## src/rtl/bram_access_arbiter.sv

```systemverilog
// Shares one single-port user BRAM between the Wishbone slave port and the accelerator
// request port. Grants are round-robin, and each access takes a fixed number of cycles.
module bram_access_arbiter #(
  parameter int unsigned DELAYS    = 10,      // wait cycles per access, 1..15
  parameter logic [11:0] BASE_ADDR = 12'h380  // wbs_adr_i[31:20] of the BRAM window
) (
  input  logic        wb_clk_i,
  input  logic        wb_rst_ni,
  input  logic        wbs_stb_i,
  input  logic        wbs_cyc_i,
  input  logic        wbs_we_i,
  input  logic [3:0]  wbs_sel_i,
  input  logic [31:0] wbs_dat_i,
  input  logic [31:0] wbs_adr_i,
  output logic        wbs_ack_o,
  output logic [31:0] wbs_dat_o,
  input  logic        acc_req_i,
  input  logic        acc_we_i,
  input  logic [3:0]  acc_sel_i,
  input  logic [31:0] acc_dat_i,
  input  logic [31:0] acc_adr_i,
  output logic        acc_ack_o,
  output logic [31:0] acc_dat_o,
  output logic        ram_en_o,
  output logic [3:0]  ram_we_o,
  output logic [31:0] ram_adr_o,
  output logic [31:0] ram_di_o,
  input  logic [31:0] ram_do_i
);

  typedef enum logic [1:0] {
    IDLE = 2'd0,
    BUSY = 2'd1,
    ACK  = 2'd2
  } state_t;

  typedef enum logic {
    OWN_WB  = 1'b0,
    OWN_ACC = 1'b1
  } owner_t;

  localparam logic [3:0] CNT_MAX = 4'(DELAYS);

  state_t      state_q, state_d;
  owner_t      owner_q, owner_d, last_owner_q;
  logic [3:0]  cnt_q;
  logic [31:0] adr_q, dat_q;
  logic [3:0]  sel_q;
  logic        we_q;
  logic        wb_abort_q;
  logic        wbs_ack_q, acc_ack_q;
  logic [31:0] wbs_rdata_q, acc_rdata_q;

  logic        wb_req;
  logic        grant;
  logic        busy;
  logic        cnt_done;
  logic [31:0] req_adr, req_dat;
  logic [3:0]  req_sel;
  logic        req_we;

  // Wishbone cycles outside the BRAM window are never claimed, hence never acked.
  assign wb_req   = wbs_stb_i & wbs_cyc_i & (wbs_adr_i[31:20] == BASE_ADDR);
  assign busy     = (state_q == BUSY);
  assign cnt_done = busy && (cnt_q == CNT_MAX);

  // Next-state and grant decision.
  // NOTE: every always_comb output gets a default first so no path can infer a latch.
  always_comb begin
    state_d = state_q;
    owner_d = owner_q;
    grant   = 1'b0;
    case (state_q)
      IDLE: begin
        if (wb_req || acc_req_i) begin
          grant   = 1'b1;
          state_d = BUSY;
          if (wb_req && acc_req_i) begin
            owner_d = (last_owner_q == OWN_WB) ? OWN_ACC : OWN_WB;
          end else if (wb_req) begin
            owner_d = OWN_WB;
          end else begin
            owner_d = OWN_ACC;
          end
        end
      end
      BUSY: begin
        if (cnt_done) state_d = ACK;
      end
      ACK: begin
        // Always pass through IDLE so a stb/req still high during ack is not re-granted.
        state_d = IDLE;
      end
      default: begin
        state_d = IDLE;
      end
    endcase
  end

  // Request fields of whichever port wins the grant.
  always_comb begin
    if (owner_d == OWN_WB) begin
      req_adr = wbs_adr_i;
      req_dat = wbs_dat_i;
      req_sel = wbs_sel_i;
      req_we  = wbs_we_i;
    end else begin
      req_adr = acc_adr_i;
      req_dat = acc_dat_i;
      req_sel = acc_sel_i;
      req_we  = acc_we_i;
    end
  end

  // NOTE: sequential state uses non-blocking assignments so every register samples
  // pre-edge values, independent of process ordering.
  always_ff @(posedge wb_clk_i or negedge wb_rst_ni) begin
    if (!wb_rst_ni) begin
      state_q <= IDLE;
    end else begin
      state_q <= state_d;
    end
  end

  always_ff @(posedge wb_clk_i or negedge wb_rst_ni) begin
    if (!wb_rst_ni) begin
      owner_q      <= OWN_WB;
      last_owner_q <= OWN_ACC;
      cnt_q        <= '0;
      adr_q        <= '0;
      dat_q        <= '0;
      sel_q        <= '0;
      we_q         <= 1'b0;
      wb_abort_q   <= 1'b0;
      wbs_ack_q    <= 1'b0;
      acc_ack_q    <= 1'b0;
      wbs_rdata_q  <= '0;
      acc_rdata_q  <= '0;
    end else begin
      wbs_ack_q <= 1'b0;
      acc_ack_q <= 1'b0;

      if (grant) begin
        owner_q      <= owner_d;
        last_owner_q <= owner_d;
        adr_q        <= req_adr;
        dat_q        <= req_dat;
        sel_q        <= req_sel;
        we_q         <= req_we;
        cnt_q        <= '0;
        wb_abort_q   <= 1'b0;
      end

      if (busy) begin
        if (cnt_q != CNT_MAX) cnt_q <= cnt_q + 4'd1;
        // A dropped Wishbone cycle still finishes in the BRAM; only its ack is withheld.
        if (owner_q == OWN_WB && !wbs_cyc_i) wb_abort_q <= 1'b1;
        if (cnt_done) begin
          if (owner_q == OWN_WB) begin
            wbs_rdata_q <= ram_do_i;
            wbs_ack_q   <= !wb_abort_q && wbs_cyc_i;
          end else begin
            acc_rdata_q <= ram_do_i;
            acc_ack_q   <= 1'b1;
          end
        end
      end
    end
  end

  // Byte writes fire only in the first BUSY cycle; later BUSY cycles are pure reads.
  assign ram_en_o  = busy;
  assign ram_we_o  = (busy && cnt_q == 4'd0) ? (sel_q & {4{we_q}}) : 4'h0;
  assign ram_adr_o = busy ? adr_q : 32'h0;
  assign ram_di_o  = busy ? dat_q : 32'h0;

  assign wbs_ack_o = wbs_ack_q;
  assign wbs_dat_o = wbs_rdata_q;
  assign acc_ack_o = acc_ack_q;
  assign acc_dat_o = acc_rdata_q;

endmodule

```

## config.mk

```make
export PLATFORM = sky130hd
export DESIGN_NAME = bram_access_arbiter
export DESIGN_NICKNAME = d
export VERILOG_FILES = /design/src/rtl/bram_access_arbiter.sv
export SDC_FILE = /design/constraint.sdc
export NUM_CORES = 1
export LEC_CHECK = 0
export BUFFER_PORTS_ARGS = -buffer_cell sky130_fd_sc_hd__buf_2
export CAP_MARGIN = 5
export CELL_PAD_IN_SITES_DETAIL_PLACEMENT = 0
export CELL_PAD_IN_SITES_GLOBAL_PLACEMENT = 2
export CORE_AREA = 4 4 165 167
export DETAILED_ROUTE_END_ITERATION = 8
export DIE_AREA = 0 0 169 171
export PLACE_DENSITY_LB_ADDON = 0.1
export SYNTH_ARGS = -nofsm -noshare
export SYNTH_HDL_FRONTEND = slang
export SYNTH_SLANG_ARGS = --single-unit
```

## constraint.sdc

```tcl
create_clock -name wb_clk_i -period 1.9 [get_ports wb_clk_i]
set_input_delay 0.095 -clock wb_clk_i [delete_from_list [all_inputs] [get_ports wb_clk_i]]
set_output_delay 0.095 -clock wb_clk_i [all_outputs]
set_load 0.005 [all_outputs]
```

==> summary.md <==
| Metric | Value |
|---|---|
| WP data required | 2.20 ns |
| CTS tree | yes |
| Headroom to the max-slew limit | 72.8% |
| Worst-case setup slack after placement | -0.0219 ns |
| Core occupancy in the finished layout | 42.4% |
| Run status | complete, but fails checks |
| Drt total wl | 23400 um |
| Global-route total usage across every layer | 15.3% |
| Worst IR Drop VDD | 0.000488 V |
| Number of global-route vias before repair | 6738 |
| Core box area | 25800 sq um |
| Period Utilization, post-route | 101% |
| Die extent in y | 171 um |
| Post-route setup slack | -0.0226 ns |
| # rows | 59 |
| Dominant cells by area after synthesis | dfrtp_1 56%, mux2_2 11%, o32ai_1 7.8%, and2_1 6.7%, a21oi_1 4.5% |
| Number of nets in the synthesized netlist | 722 |
| Non-filler cells in the finished layout | 1378 |
| Distinct cells, synth | 34 |
| Via density | 4.47 |
| GR Overflow Total | 0 |
| Number of synthesized flops with an enable pin | 0 |
| RePlAce Congestion | 0.796 |
| Start of the worst register-to-register path | cnt_q[0] |
| Post-detailed-route count of antenna-violating nets | 0 |
| Top cell types by occurrence after synthesis | 143 x dfrtp_1, 68 x and2_1, 65 x mux2_2, 60 x inv_1 |
| Number of H-tree levels | 4 |
| Cell area after synthesis | 6400 sq um |
| Clock Sink Count | 144 |
| Pwr dens | 1240 nW/um^2 |
| DPL Wire Length | 15600 um |
| Share of synthesized registers carrying an async set or reset | 100% |
| Min-delay worst type | in -> async |
| Antenna diode count | 0 |
| Dominant register cell in the synthesized netlist | dfrtp_1 |
| Clock Tree Root | clkbuf_16 |
| Final-report max-slew violation count | 0 |
| Ports | 310 |
| Full die area | 28900 sq um |
| Clock buffers created by TritonCTS | 17 |
| Number of buffers added on ports | 309 |
| Drt initial violations | 210 |
| X dimension of the die | 169 um |
| Final Critical Period | 1.92 ns |
| CP endpoint kind | flip-flop |
| Avg Cell Area, Syn | 11.8 sq um |
| Max-cap violations | 0 |
| Final hold violation count | 0 |
| Number of nets in the finished design | 1208 |
| Number of antenna violations at the first check in global routing | 0 |
| Proportion of netlist area held by the largest area contributor | 55.9% |
| Cell Count Post-Placement | 1173 |
| Initial core utilization | 24.8% |
| Clock-pin slew reported for the worst setup and hold paths after clock tree synthesis | 0.07 ns |
| Sequential area share after synthesis | 56.4% |
| Maximum number of pins on one net before global-route repair | 46 |
| Highest net fanout along the worst path | 6 |
| Kind of start point of the critical path | flip-flop |
| Fraction of layout instances using a drive strength above 1 | 44.4% |
| Crit path from | cnt_q[0] |
| Total vias in the final route | 6159 |
| DRC violations left | 0 |
| Worst Skew | 0.0159 ns |
| Top-count cell post-synth | dfrtp_1 |
| Count of fill cells added during filler insertion | 2510 |
| Leakage | 5.28 nW |
| Gate count after technology mapping | 544 |
| Crit path arrival time | 2.22 ns |
| Cell taking the most area after synthesis | dfrtp_1 |
| Maximum operating frequency | 0.520 GHz |
| Failing checks | setup timing |
| Transition at the pin with the smallest max-transition slack | 0.404 ns |
| Category of the most critical setup path | reg -> reg |
| Wirelength per Cell | 17.0 um |
| Area added between synthesis and finish | 70.8% |
| Yosys Warn Count | 0 |
| Summed negative setup slack over all endpoints | -0.240 ns |
| Insertion delay to the later sink of the worst-skew pair | 0.43 ns |
| Pre-antenna DRT Iters | 4 |
| Final setup violation count | 22 |
| RSZ-0062 raised after global routing | yes |
| Largest buffer count on any clock path | 2 |
| Count of state elements after synthesis | 144 |
| First-pass GRT wire length | 35200 um |
[final cells by class]
class / instances / area, sq um / area share [%]
repair buffers: 510 / 3650 / 33.5
flip-flops and latches: 144 / 3600 / 33.0
multi-input cells: 297 / 2420 / 22.2
clock buffers: 19 / 453 / 4.15
well taps: 335 / 419 / 3.84
inverters: 60 / 225 / 2.06
clock inverters: 13 / 143 / 1.31
[cell families after synthesis]
| group | share of synthesized area [%] |
|---|---|
| simple gates | 9.70 |
| compound gates | 15.0 |
| buf+inv | 6.77 |
| fa+ha+maj | 0.587 |
| flops | 56.4 |
| mux | 11.6 |
[critical path, cell delays in order (launching register included)]
cell and delay (ns):
dfrtp_1 0.38, inv_2 0.06, ha_1 0.14, nand3b_1 0.12, nor3b_2 0.27, nor2b_4 0.20
buf_12 0.14, clkbuf_16 0.15, mux2_2 0.32
[registers in the layout, indices dropped and copies added, names as in the netlist]
signal        cells
owner_q           1
cnt_q             4
wbs_dat_o        32
dat_q            32
adr_q            32
state_q           2
wb_abort_q        1
last_owner_q      1
we_q              1
acc_ack_o         1
wbs_ack_o         1
sel_q             4
acc_dat_o        32
[layer usage]
metal	up-vias	global-route usage, %	share of wire, %
met2	213	27.1	50
li1	2898	-	-
met4	0	4.34	1.5
met1	3020	18.1	42
met5	-	0	0
met3	28	4.62	6.7
[cell usage in the layout, fill, tap and decap left out, types with 4 or more instances in the layout]
master         Yosys  final
dfrtp_1          143    143
and2_1            68     67
nand3_1            5      4
buf_4              0     24
inv_1             60     59
o32ai_1           57     57
mux2_4             0      5
mux2_2            65     60
clkbuf_16          0     21
buf_6              5      5
buf_2              7    308
a22o_1            10     10
buf_12             0      8
inv_8              0      5
dlygate4sd3_1      0    160
a21oi_1           57     57
o22a_1             5      5
[metrics by stage]
step           total power [mW]  hold WS, ns  area [sq um]
2_1_floorplan              7.36       -0.201          6400
3_3_place_gp               9.79       0.0455          8480
3_5_place_dp               9.87       0.0485          8480
4_1_cts                    13.7        0.159         10700
5_1_grt                    14.6        0.172         10900
6_report                   13.6        0.152         10900
[power by group]
| part | internal [mW] | total (mW) | switching [mW] |
|---|---|---|---|
| Sequential | 4.29 | 4.90 | 0.606 |
| Clock | 1.93 | 3.40 | 1.47 |
| Combinational | 2.91 | 5.29 | 2.38 |
| Total | 9.13 | 13.6 | 4.45 |
[repair_timing]
| action | 4_1_cts | 5_1_grt |
|---|---|---|
| resized for setup | 2 | 16 |
| hold endpoints to repair | 263 | 0 |
| gates cloned | 0 | 6 |
| pin swaps | 1 | 1 |
| hold buffers | 160 | 0 |
| setup endpoints to repair | 79 | 85 |
| buffers inserted | 4 | 3 |
[path summary, 6_finish.rpt]
check / end / slack, ns / cells after the start
worst max-delay path: wbs_dat_o[5] / -0.02 / 8
worst min-delay path: adr_q[3] / 0.15 / 2
worst max register to register: wbs_dat_o[5] / -0.02 / 8
worst min register to register: adr_q[25] / 0.50 / 1
max in group asynchronous: adr_q[21] / 1.16 / 3
min in group wb_clk_i: state_q[0] / 0.31 / 5
No activity file was read; power rests on OpenSTA's default activity.
